## src/rtl/ram_pkg.sv

```systemverilog
// Shared defaults and output-FSM state encoding for the RAM-backed FIFO controller.
package ram_pkg;
   localparam int AW_DEF    = 4;
   localparam int DW_DEF    = 8;
   localparam int DEPTH_DEF = 16;

   typedef enum logic [1:0] {
      ST_EMPTY = 2'd0,
      ST_FETCH = 2'd1,
      ST_VALID = 2'd2
   } outState_t;
endpackage

```

## src/rtl/ram_fifo_ctrl.sv

```systemverilog
// FIFO controller driving an external RAM with a combinational read port;
// the head word is staged in a registered output slot.
module ram_fifo_ctrl
   import ram_pkg::*;
#(
   parameter int AW    = AW_DEF,
   parameter int DW    = DW_DEF,
   parameter int DEPTH = DEPTH_DEF
) (
   input  logic          clk,
   input  logic          rst,
   input  logic          in_valid,
   output logic          in_ready,
   input  logic [DW-1:0] in_data,
   output logic          out_valid,
   input  logic          out_ready,
   output logic [DW-1:0] out_data,
   output logic          wrEn,
   output logic [AW-1:0] wrAddr,
   output logic [DW-1:0] wrData,
   output logic [AW-1:0] rdAddr,
   input  logic [DW-1:0] rdData,
   output logic [AW:0]   level,
   output logic          full,
   output logic          empty
);

   logic [AW-1:0] wrPtr;
   logic [AW-1:0] rdPtr;
   logic [AW:0]   memCount;
   outState_t     state;
   logic          push;
   logic          pop;
   logic          fetch;

   function automatic logic [AW-1:0] ptrInc(input logic [AW-1:0] p);
      return (p == AW'(DEPTH - 1)) ? '0 : p + 1'b1;
   endfunction

   assign full      = (memCount == (AW+1)'(DEPTH));
   assign in_ready  = !full;
   // rst gates the write strobe so the RAM is never written while reset is held.
   assign push      = in_valid && in_ready && !rst;
   assign wrEn      = push;
   assign wrAddr    = wrPtr;
   assign wrData    = in_data;
   assign out_valid = (state == ST_VALID);
   assign pop       = out_valid && out_ready;
   assign fetch     = (memCount != '0) && ((state == ST_EMPTY) || pop);
   assign level     = memCount + (AW+1)'(state != ST_EMPTY);
   assign empty     = (level == '0);

   // Write side: pointer and count of words stored but not yet fetched.
   always_ff @(posedge clk or posedge rst) begin
      if (rst) begin
         wrPtr    <= '0;
         memCount <= '0;
      end else begin
         if (push)
            wrPtr <= ptrInc(wrPtr);
         case ({push, fetch})
            2'b10:   memCount <= memCount + 1'b1;
            2'b01:   memCount <= memCount - 1'b1;
            default: memCount <= memCount;
         endcase
      end
   end

   // Read side: one cycle to present rdAddr to the RAM, then capture into out_data.
   always_ff @(posedge clk or posedge rst) begin
      if (rst) begin
         state    <= ST_EMPTY;
         rdPtr    <= '0;
         rdAddr   <= '0;
         out_data <= '0;
      end else begin
         if (fetch) begin
            rdAddr <= rdPtr;
            rdPtr  <= ptrInc(rdPtr);
         end
         case (state)
            ST_EMPTY: begin
               if (fetch)
                  state <= ST_FETCH;
            end
            ST_FETCH: begin
               out_data <= rdData;
               state    <= ST_VALID;
            end
            ST_VALID: begin
               if (pop)
                  state <= fetch ? ST_FETCH : ST_EMPTY;
            end
            default: state <= ST_EMPTY;
         endcase
      end
   end

endmodule

```

## config.mk

```make
export PLATFORM = sky130hd
export DESIGN_NAME = ram_fifo_ctrl
export DESIGN_NICKNAME = d
export VERILOG_FILES = /design/src/rtl/ram_pkg.sv /design/src/rtl/ram_fifo_ctrl.sv
export SDC_FILE = /design/constraint.sdc
export NUM_CORES = 1
export LEC_CHECK = 0
export CAP_MARGIN = 15
export CORE_ASPECT_RATIO = 0.5
export CORE_UTILIZATION = 44
export CTS_CLUSTER_SIZE = 30
export DETAILED_ROUTE_END_ITERATION = 12
export PLACE_DENSITY_LB_ADDON = 0.25
export SYNTH_ARGS = -nofsm -noshare
export SYNTH_HDL_FRONTEND = slang
export SYNTH_SLANG_ARGS = --single-unit
```

## constraint.sdc

```tcl
create_clock -name clk -period 3.65 [get_ports clk]
set_clock_uncertainty 0.2 [all_clocks]
set_input_delay 0.365 -clock clk [delete_from_list [all_inputs] [get_ports clk]]
set_output_delay 0.365 -clock clk [all_outputs]
set_load 0.02 [all_outputs]
```

# == Word level (Yosys, flattened, before mapping) ==
# Cells that the tools add are included.
# classes
n_eq_ne,9
mux,7
reduce_logical,13
add_sub_neg,5
# ops
op,n
case mux 5 bit (2 select lines),1
"adder 4 x 1 -> 4 bit, second input constant",2
"== test 4 bit, second input constant",2
2-to-1 mux 4 bit,2
case mux 2 bit (3 select lines),1
adder 5 x 1 -> 5 bit,1
"adder 5 x 1 -> 5 bit, second input constant",1
"== test 5 bit, second input constant",1
logical NOT 5 bit,1
nonzero test 5 bit,1
"subtractor 5 x 1 -> 5 bit, second input constant",1
"== test 2 x 1 -> 1 bit, second input constant",2
"== test 2 bit, second input constant",2
logical AND 1 bit,4
2-to-1 mux 2 bit,2
nonzero test 2 bit,2
logical NOT 1 bit,2
logical NOT 2 bit,1
"inequality test 2 x 1 -> 1 bit, second input constant",1
"inequality test 2 bit, second input constant",1
AND reduction 2 bit,1
logical OR 1 bit,1
2-to-1 mux 1 bit,1
# totals
word_cells,40
regBits,27

# == Logic depth before layout (Yosys ltp) ==
# Gate-level depths: netlist of the first run.
# logic_depth
word_depth,7
ltp_mapped,10
depth_no_buf,9

# == Worst setup path after synthesis of the first run ==
# No wires, ideal clock.
# synth_path
path_kind,input to register
startpoint,in rst
endpoint,reg memCount[4]
path_buffers,1
t_required_ns,3.370
t_arrival_ns,2.561
slack_ns,0.809
path_stages,10
cell_sequence,inv_1 o211a_1 buf_6 inv_1 ha_1 ha_1 a21oi_1 a21boi_0 nor3_1 xnor2_1
# synth_between
elab_chain_cells,4
# synth_lines
element,line_no,rtl
start: declaration,ram_fifo_ctrl.sv:11,"input logic rst,"
logical NOT 1 bit (no source line) *,n/a,
logical AND 1 bit *,ram_fifo_ctrl.sv:43,assign push = in_valid && in_ready && !rst;
named net wrEn,ram_fifo_ctrl.sv:18,"output logic wrEn,"
== test 2 x 1 -> 1 bit / == test 2 bit (equally long branches),ram_fifo_ctrl.sv:61,"case ({push, fetch})"
case mux 5 bit (2 select lines) / nonzero test 2 bit (equally long branches),n/a,
end signal: assignment,ram_fifo_ctrl.sv:62,2'b10: memCount <= memCount + 1'b1;
end signal: assignment,ram_fifo_ctrl.sv:63,2'b01: memCount <= memCount - 1'b1;
end signal: assignment,ram_fifo_ctrl.sv:64,default: memCount <= memCount;
end: declaration,ram_fifo_ctrl.sv:30,logic [AW:0] memCount;
# Mark *: on every way through the listed nets, which the timed path passes. The rest lies on a longest branch.
# A chain may end at the register's enable or synchronous reset.

# == Worst setup path in the final report of the first run ==
# layout_path
startpoint,reg state[1]
endpoint,out empty
# layout_between
elab_chain_cells,3
# layout_lines
element,line_no,rtl
start: declaration,ram_fifo_ctrl.sv:31,outState_t state;
start signal: assignment,ram_fifo_ctrl.sv:92,state <= fetch ? ST_FETCH : ST_EMPTY;
nonzero test 2 bit,ram_fifo_ctrl.sv:50,assign level = memCount + (AW+1)'(state != ST_EMPTY);
adder 5 x 1 -> 5 bit,ram_fifo_ctrl.sv:50,
logical NOT 5 bit,ram_fifo_ctrl.sv:51,assign empty = (level == '0);
end: declaration,ram_fifo_ctrl.sv:25,output logic empty
# No other way between the ends.

==> results of run 1 <==
## area by class of cell
type | instances | area [µm²]
clock buffer | 3 | 41.3
multi-input combinational | 72 | 643
inverter | 7 | 26.3
sequential | 27 | 676
fill | 259 | 1230
clock inverter | 1 | 7.51
timing repair buffer | 38 | 378
tap | 40 | 50.0
## sequential cells by signal (all words and copies together) (netlist names)
signal,flops
rdAddr,4
state,2
wrAddr,4
out_data,8
memCount,5
rdPtr,4
## final timing paths
check / start / end / slack [ns] / cells after the start
max in group asynchronous: rst / memCount[3] / 2.69 / 3
worst max-delay path: state[1] / empty / 0.44 / 7
worst min-delay path: rst / rdAddr[0] / 0.31 / 3
worst min register to register: out_data[6] / out_data[6] / 0.31 / 1
worst max register to register: memCount[0] / memCount[4] / 0.61 / 8
min in group clk: out_data[6] / out_data[6] / 0.31 / 1
## logic make-up (layout without fill, tap and decap cells)
| logic type | count (synthesis) | in the layout | share of synthesized area |
|---|---|---|---|
| adder cells (fa/ha/maj) | 9 | 9 | 0.0837 |
| AND/OR/NAND/NOR | 18 | 18 | 0.0706 |
| multiplexers | 16 | 16 | 0.144 |
| XOR/XNOR | 9 | 9 | 0.0549 |
| buffers and inverters | 19 | 49 | 0.0811 |
| flip-flops | 27 | 27 | 0.471 |
| AO/OA/AOI/OAI | 20 | 20 | 0.0950 |
## synth_stat cells (2+ instances only)
cell      instances
a21o_1            2
a21oi_1           3
a31oi_1           2
a41oi_1           2
buf_4             8
buf_6             2
clkbuf_1          2
dfrtp_1          27
ha_1              8
inv_1             7
mux2_2            9
mux2_4            7
nand2_1           5
nand2b_1          2
nand3_1           3
nor3_1            2
o211a_1           3
o21ai_0           6
or2_2             2
xnor2_1           7
xor2_1            2
## worst min-delay path, stage by stage
cell and delay [ns]:
clkdlybuf4s50_1 0.40, inv_1 0.10, buf_4 0.34
## power groups by stage
| stage | logic, W | clock network [W] | registers (W) |
|---|---|---|---|
| floorplan | 0.000730 | 0 | 0.000698 |
| global placement | 0.00120 | 0 | 0.000607 |
| detailed placement | 0.00122 | 0 | 0.000613 |
| CTS | 0.00123 | 0.000182 | 0.000608 |
| global route | 0.00133 | 0.000195 | 0.000632 |
| finish | 0.00121 | 0.000177 | 0.000607 |
## layer usage
| layer | vias to the layer above | global-route usage | share of wire |
|---|---|---|---|
| met5 | - | 0 | 0 |
| li1 | 472 | - | - |
| met2 | 26 | 0.216 | 0.43 |
| met1 | 436 | 0.235 | 0.49 |
| met4 | 0 | 0.0621 | 0.012 |
| met3 | 8 | 0.0522 | 0.071 |
## through the flow
stage	total power (W)	cell area, µm²	std cells	util
floorplan	0.00143	1440	118	-
global placement	0.00181	1770	184	0.582
detailed placement	0.00183	1770	184	0.582
CTS	0.00202	1820	188	0.598
global route	0.00216	1820	188	0.598
finish	0.00200	1820	188	0.598
==> run metrics, run 1 <==
clk sinks=27; fin crit share=0.880; CTS tree=yes; Reg clk slew, reported paths=~0.10 ns; top cell type's share of synthesized area=0.471; synthesized cell area=between 1000 and 1500 µm²; cell taking the most area after synthesis=dfrtp_1; cts hold-fix bufs=0; total global-route track usage=0.160; area delta synth->final=26.9%; syn_nets=between 100 and 150; die height=between 40 and 50 µm; post-cts repair resize count=0; sequential fraction of the synthesis area=0.471; most frequent cells in the layout=clkdlybuf4s50_1 (37), dfrtp_1 (27), mux2_2 (9); vias in the first global route=842; EDFF count, synth=0; slowest cell delay on critical path=roughly 0.62 ns; sw frac=0.404; IO Pins=54; Max-Cap Viols=0; power density cells=1100 nW/µm²; Yosys warnings=0; Int Power=between 0.001 and 0.0015 W; CP Class=reg2out; Cells after Synth=118; die area=around 3500 µm²; WP data arrival=around 2.7 ns; Largest delay share family, worst path=simple AND/OR/NAND/NOR gates; CP dominant cell by count=ha_1; core area=about 3000 µm²; Min-Delay Path Class=in2async; layout cells sized above 1=0.162; Worst Setup End Kind=output port; DRT iter0 DRCs=34; power share of the sequential group=0.304; WL final=about 2500 µm; CTS root buf=clkbuf_8; outcome=finished clean; dpl ws=0.618 ns; Worst-Margin Slew=just under 0.4 ns; DR vias/cell=roughly 5.0; CP max-delay cell=clkdlybuf4s50_1; leading cell type in the layout, fill and taps excluded=clkdlybuf4s50_1; input/output buffers=37; fin worst setup slack=around 0.44 ns; layout net count=~180; antenna cells=0; number of synthesized register bits=27; Max Freq=just over 0.3 GHz; vias after detailed routing=942; setup TNS=0 ns; crit-path cells=or2_2 > ha_1 > ha_1 > xor2_1 > or3_1 > nor3_1 > clkdlybuf4s50_1; largest cells by area after synthesis=dfrtp_1 (47%), mux2_4 (7.3%), mux2_2 (7.1%); unrepaired setup endpoints after global routing=no; WHS=between 0.3 and 0.4 ns; CP bufs+invs=1; CTS buffer count=3; pin count of the biggest net entering global routing=28; Logic pwr share=0.607; ys async rst share=1.00; peak supply drop=0.463 mV; Initial Util=0.471; Final HPWL DP=approximately 1800 µm; GPL Wtd Cong=0.753; setup violators final=0; Max FO, Critical Path=4; Die Wd=slightly above 80 µm; Slew Limit Fails=0; placement row count=14; DR WL/cell=13.2 µm; GR Overflow Total=0; Setup crit start kind=flip-flop; CTS HTree Levels=1; sw power=between 0.0008 and 0.0009 W; setup fix buffers added after clock tree synthesis=0; Clock Latency Late Sink=0.28 ns; headroom to the max-slew limit=0.735; Final Hold Fails=0; antenna violations before repair=0; critical path required time=3.08 ns; Clock Path Buffers=2; post-route ant nets=0; First-pass DRT Iterations=2; Main synth FF type=dfrtp_1; clock share of power=0.089; global-route wire length before repair=approximately 4000 µm; post-synth cell types=28; Period minus WS final=between 3 and 4 ns; LEAKAGE=just over 0.8 nW; Remaining DRCs=0; syn_area_per_cell=approximately 12 µm²
Power figures use the tool's default switching activity.
==> inputs of run 2 (changes only) <==
--- a/config.mk
+++ b/config.mk
@@ -6,8 +6,11 @@
 export NUM_CORES = 1
 export LEC_CHECK = 0
 export CAP_MARGIN = 15
+export CELL_PAD_IN_SITES_DETAIL_PLACEMENT = 1
+export CELL_PAD_IN_SITES_GLOBAL_PLACEMENT = 1
 export CORE_ASPECT_RATIO = 0.5
-export CORE_UTILIZATION = 44
+export CORE_UTILIZATION = 33
+export CTS_CLUSTER_DIAMETER = 200
 export CTS_CLUSTER_SIZE = 30
 export DETAILED_ROUTE_END_ITERATION = 12
 export PLACE_DENSITY_LB_ADDON = 0.25
==> run 2 against run 1 <==
Sequential share of layout area decreased by 0.35 points. Register-to-register slack barely moved. Clock-buffer cell count is the same. Largest power group unchanged. Non-clock buffer count did not move. Hold slack gained 0.0084 ns. First-iteration DRC count is 62% lower. Worst setup slack got worse by 0.021 ns. Final area grew 0.96%. Critical path type unchanged. Power rose by 0.28%. Flip-flop and latch count stayed put. Cell count up 7.4%. Fmax down 0.65%.
==> run metrics, run 2 (same netlist as run 1, synthesis figures left out) <==
critical path required time=3.08 ns; Setup crit start kind=flip-flop; WL final=between 2000 and 3000 µm; total global-route track usage=0.130; CP Class=reg2out; post-route ant nets=0; hold_sp=out_data[5]; vias in the first global route=992; area delta synth->final=28.2%; setup TNS=0 ns; hold endpoint=out_data[5]; IO Pins=54; WHS=around 0.31 ns; pin count of the biggest net entering global routing=28; Remaining DRCs=0; GPL Wtd Cong=0.701; layout cells sized above 1=0.162; die height=between 40 and 50 µm; headroom to the max-slew limit=0.725; DR vias/cell=4.83; fin crit share=0.886; Reg clk slew, reported paths=about 0.090 ns; unrepaired setup endpoints after global routing=no; Largest register FFs=8; outcome=finished clean; power density cells=between 1000 and 1500 nW/µm²; Clock Path Buffers=2; Max FO, Critical Path=4; Initial Util=0.357; Final HPWL DP=roughly 2100 µm; CTS HTree Levels=1; final-layout fill cell count=~450; setup slack, reg-to-reg=0.61 ns; post-cts repair resize count=0; crit-path cells=or2_2 > ha_1 > ha_1 > xor2_1 > or3_1 > nor3_1 > clkdlybuf4s50_1; DRT iter0 DRCs=13; layout net count=around 180; Worst Setup End Kind=output port; Clock Latency Late Sink=approximately 0.28 ns; Max-Cap Viols=0; Worst-Margin Slew=0.413 ns; CP max-delay cell=clkdlybuf4s50_1; clk sinks=27; Die Wd=95.3 µm; worst r2r dst=memCount[4]; multi-input logic area=roughly 640 µm²; CP dominant cell by count=ha_1; input/output buffers=37; slowest cell delay on critical path=0.63 ns; die area=between 4000 and 5000 µm²; FF-to-FF path depth=8; Slew Limit Fails=0; First-pass DRT Iterations=4; peak supply drop=around 0.33 mV; most frequent cells in the layout=clkdlybuf4s50_1 (37), dfrtp_1 (27), mux2_2 (9); core area=a little over 4000 µm²; Largest Register=out_data; antenna cells=0; Max Freq=~0.31 GHz; Min-Delay Path Class=reg2reg; cts hold-fix bufs=0; antenna violations before repair=0; CTS tree=yes; register area=676 µm²; DR WL/cell=roughly 13 µm; CTS root buf=clkbuf_8; placement row count=16; setup fix buffers added after clock tree synthesis=0; WP data arrival=~2.7 ns; setup violators final=0; Largest regs=out_data (8), memCount (5); hold depth=1; worst r2r src=memCount[0]; LEAKAGE=between 0.8 and 0.9 nW; GR Overflow Total=0; Final Hold Fails=0; global-route wire length before repair=approximately 4700 µm; Period minus WS final=3.23 ns; CTS buffer count=3; leading cell type in the layout, fill and taps excluded=clkdlybuf4s50_1; vias after detailed routing=approximately 980
run 2: cell counts in the layout (fill, tap and decap cells not counted):
No cell type changed its count.
run 2: critical path: cells and delay by family, from the launching register on:
family        cells  cell delay, ns
simple gates      3            0.76
fa+ha+maj         2            0.42
buf+inv           1            0.63
xor+xnor          1            0.17
flops             1            0.41
run 2: how the worst max path moves through the flow:
| stage | slack (ns) | endpoint | from |
|---|---|---|---|
| floorplan | 0.81 | memCount[4] | rst |
| global placement | 0.67 | memCount[4] | memCount[0] |
| detailed placement | 0.61 | memCount[4] | memCount[0] |
| CTS | 0.37 | empty | state[1] |
| global route | 0.29 | empty | state[1] |
| finish | 0.42 | empty | state[1] |
run 2: metal layers:
metal / global-route usage / wire [µm]
met3: 0.0393 / 150
met1: 0.171 / 1310
met2: 0.200 / 1190
met4: 0.0530 / 45
met5: 0 / 0
run 2: report_power, final:
group          total [W]  switching (W)  internal [W]
Clock           0.000175      0.0000971     0.0000777
Combinational    0.00122       0.000562      0.000654
Sequential      0.000611       0.000152      0.000459
run 2: stage by stage:
step / std cells / setup WS (ns) / utilization / power (W) / cell area, µm²
after global placement: 198 / 0.675 / 0.445 / 0.00182 / 1790
after CTS: 202 / 0.374 / 0.457 / 0.00204 / 1840
after floorplan: 118 / 0.809 / - / 0.00143 / 1440
after global routing: 202 / 0.288 / 0.457 / 0.00217 / 1840
final: 202 / 0.416 / 0.457 / 0.00200 / 1840
after detailed placement: 198 / 0.614 / 0.445 / 0.00185 / 1790
run 2: layout make-up:
cell class | count | area share
flip-flops and latches | 27 | 0.367
clock inverters | 1 | 0.00408
well taps | 54 | 0.0367
repair buffers | 38 | 0.205
clock buffers | 3 | 0.0224
multi-input cells | 72 | 0.350
inverters | 7 | 0.0143
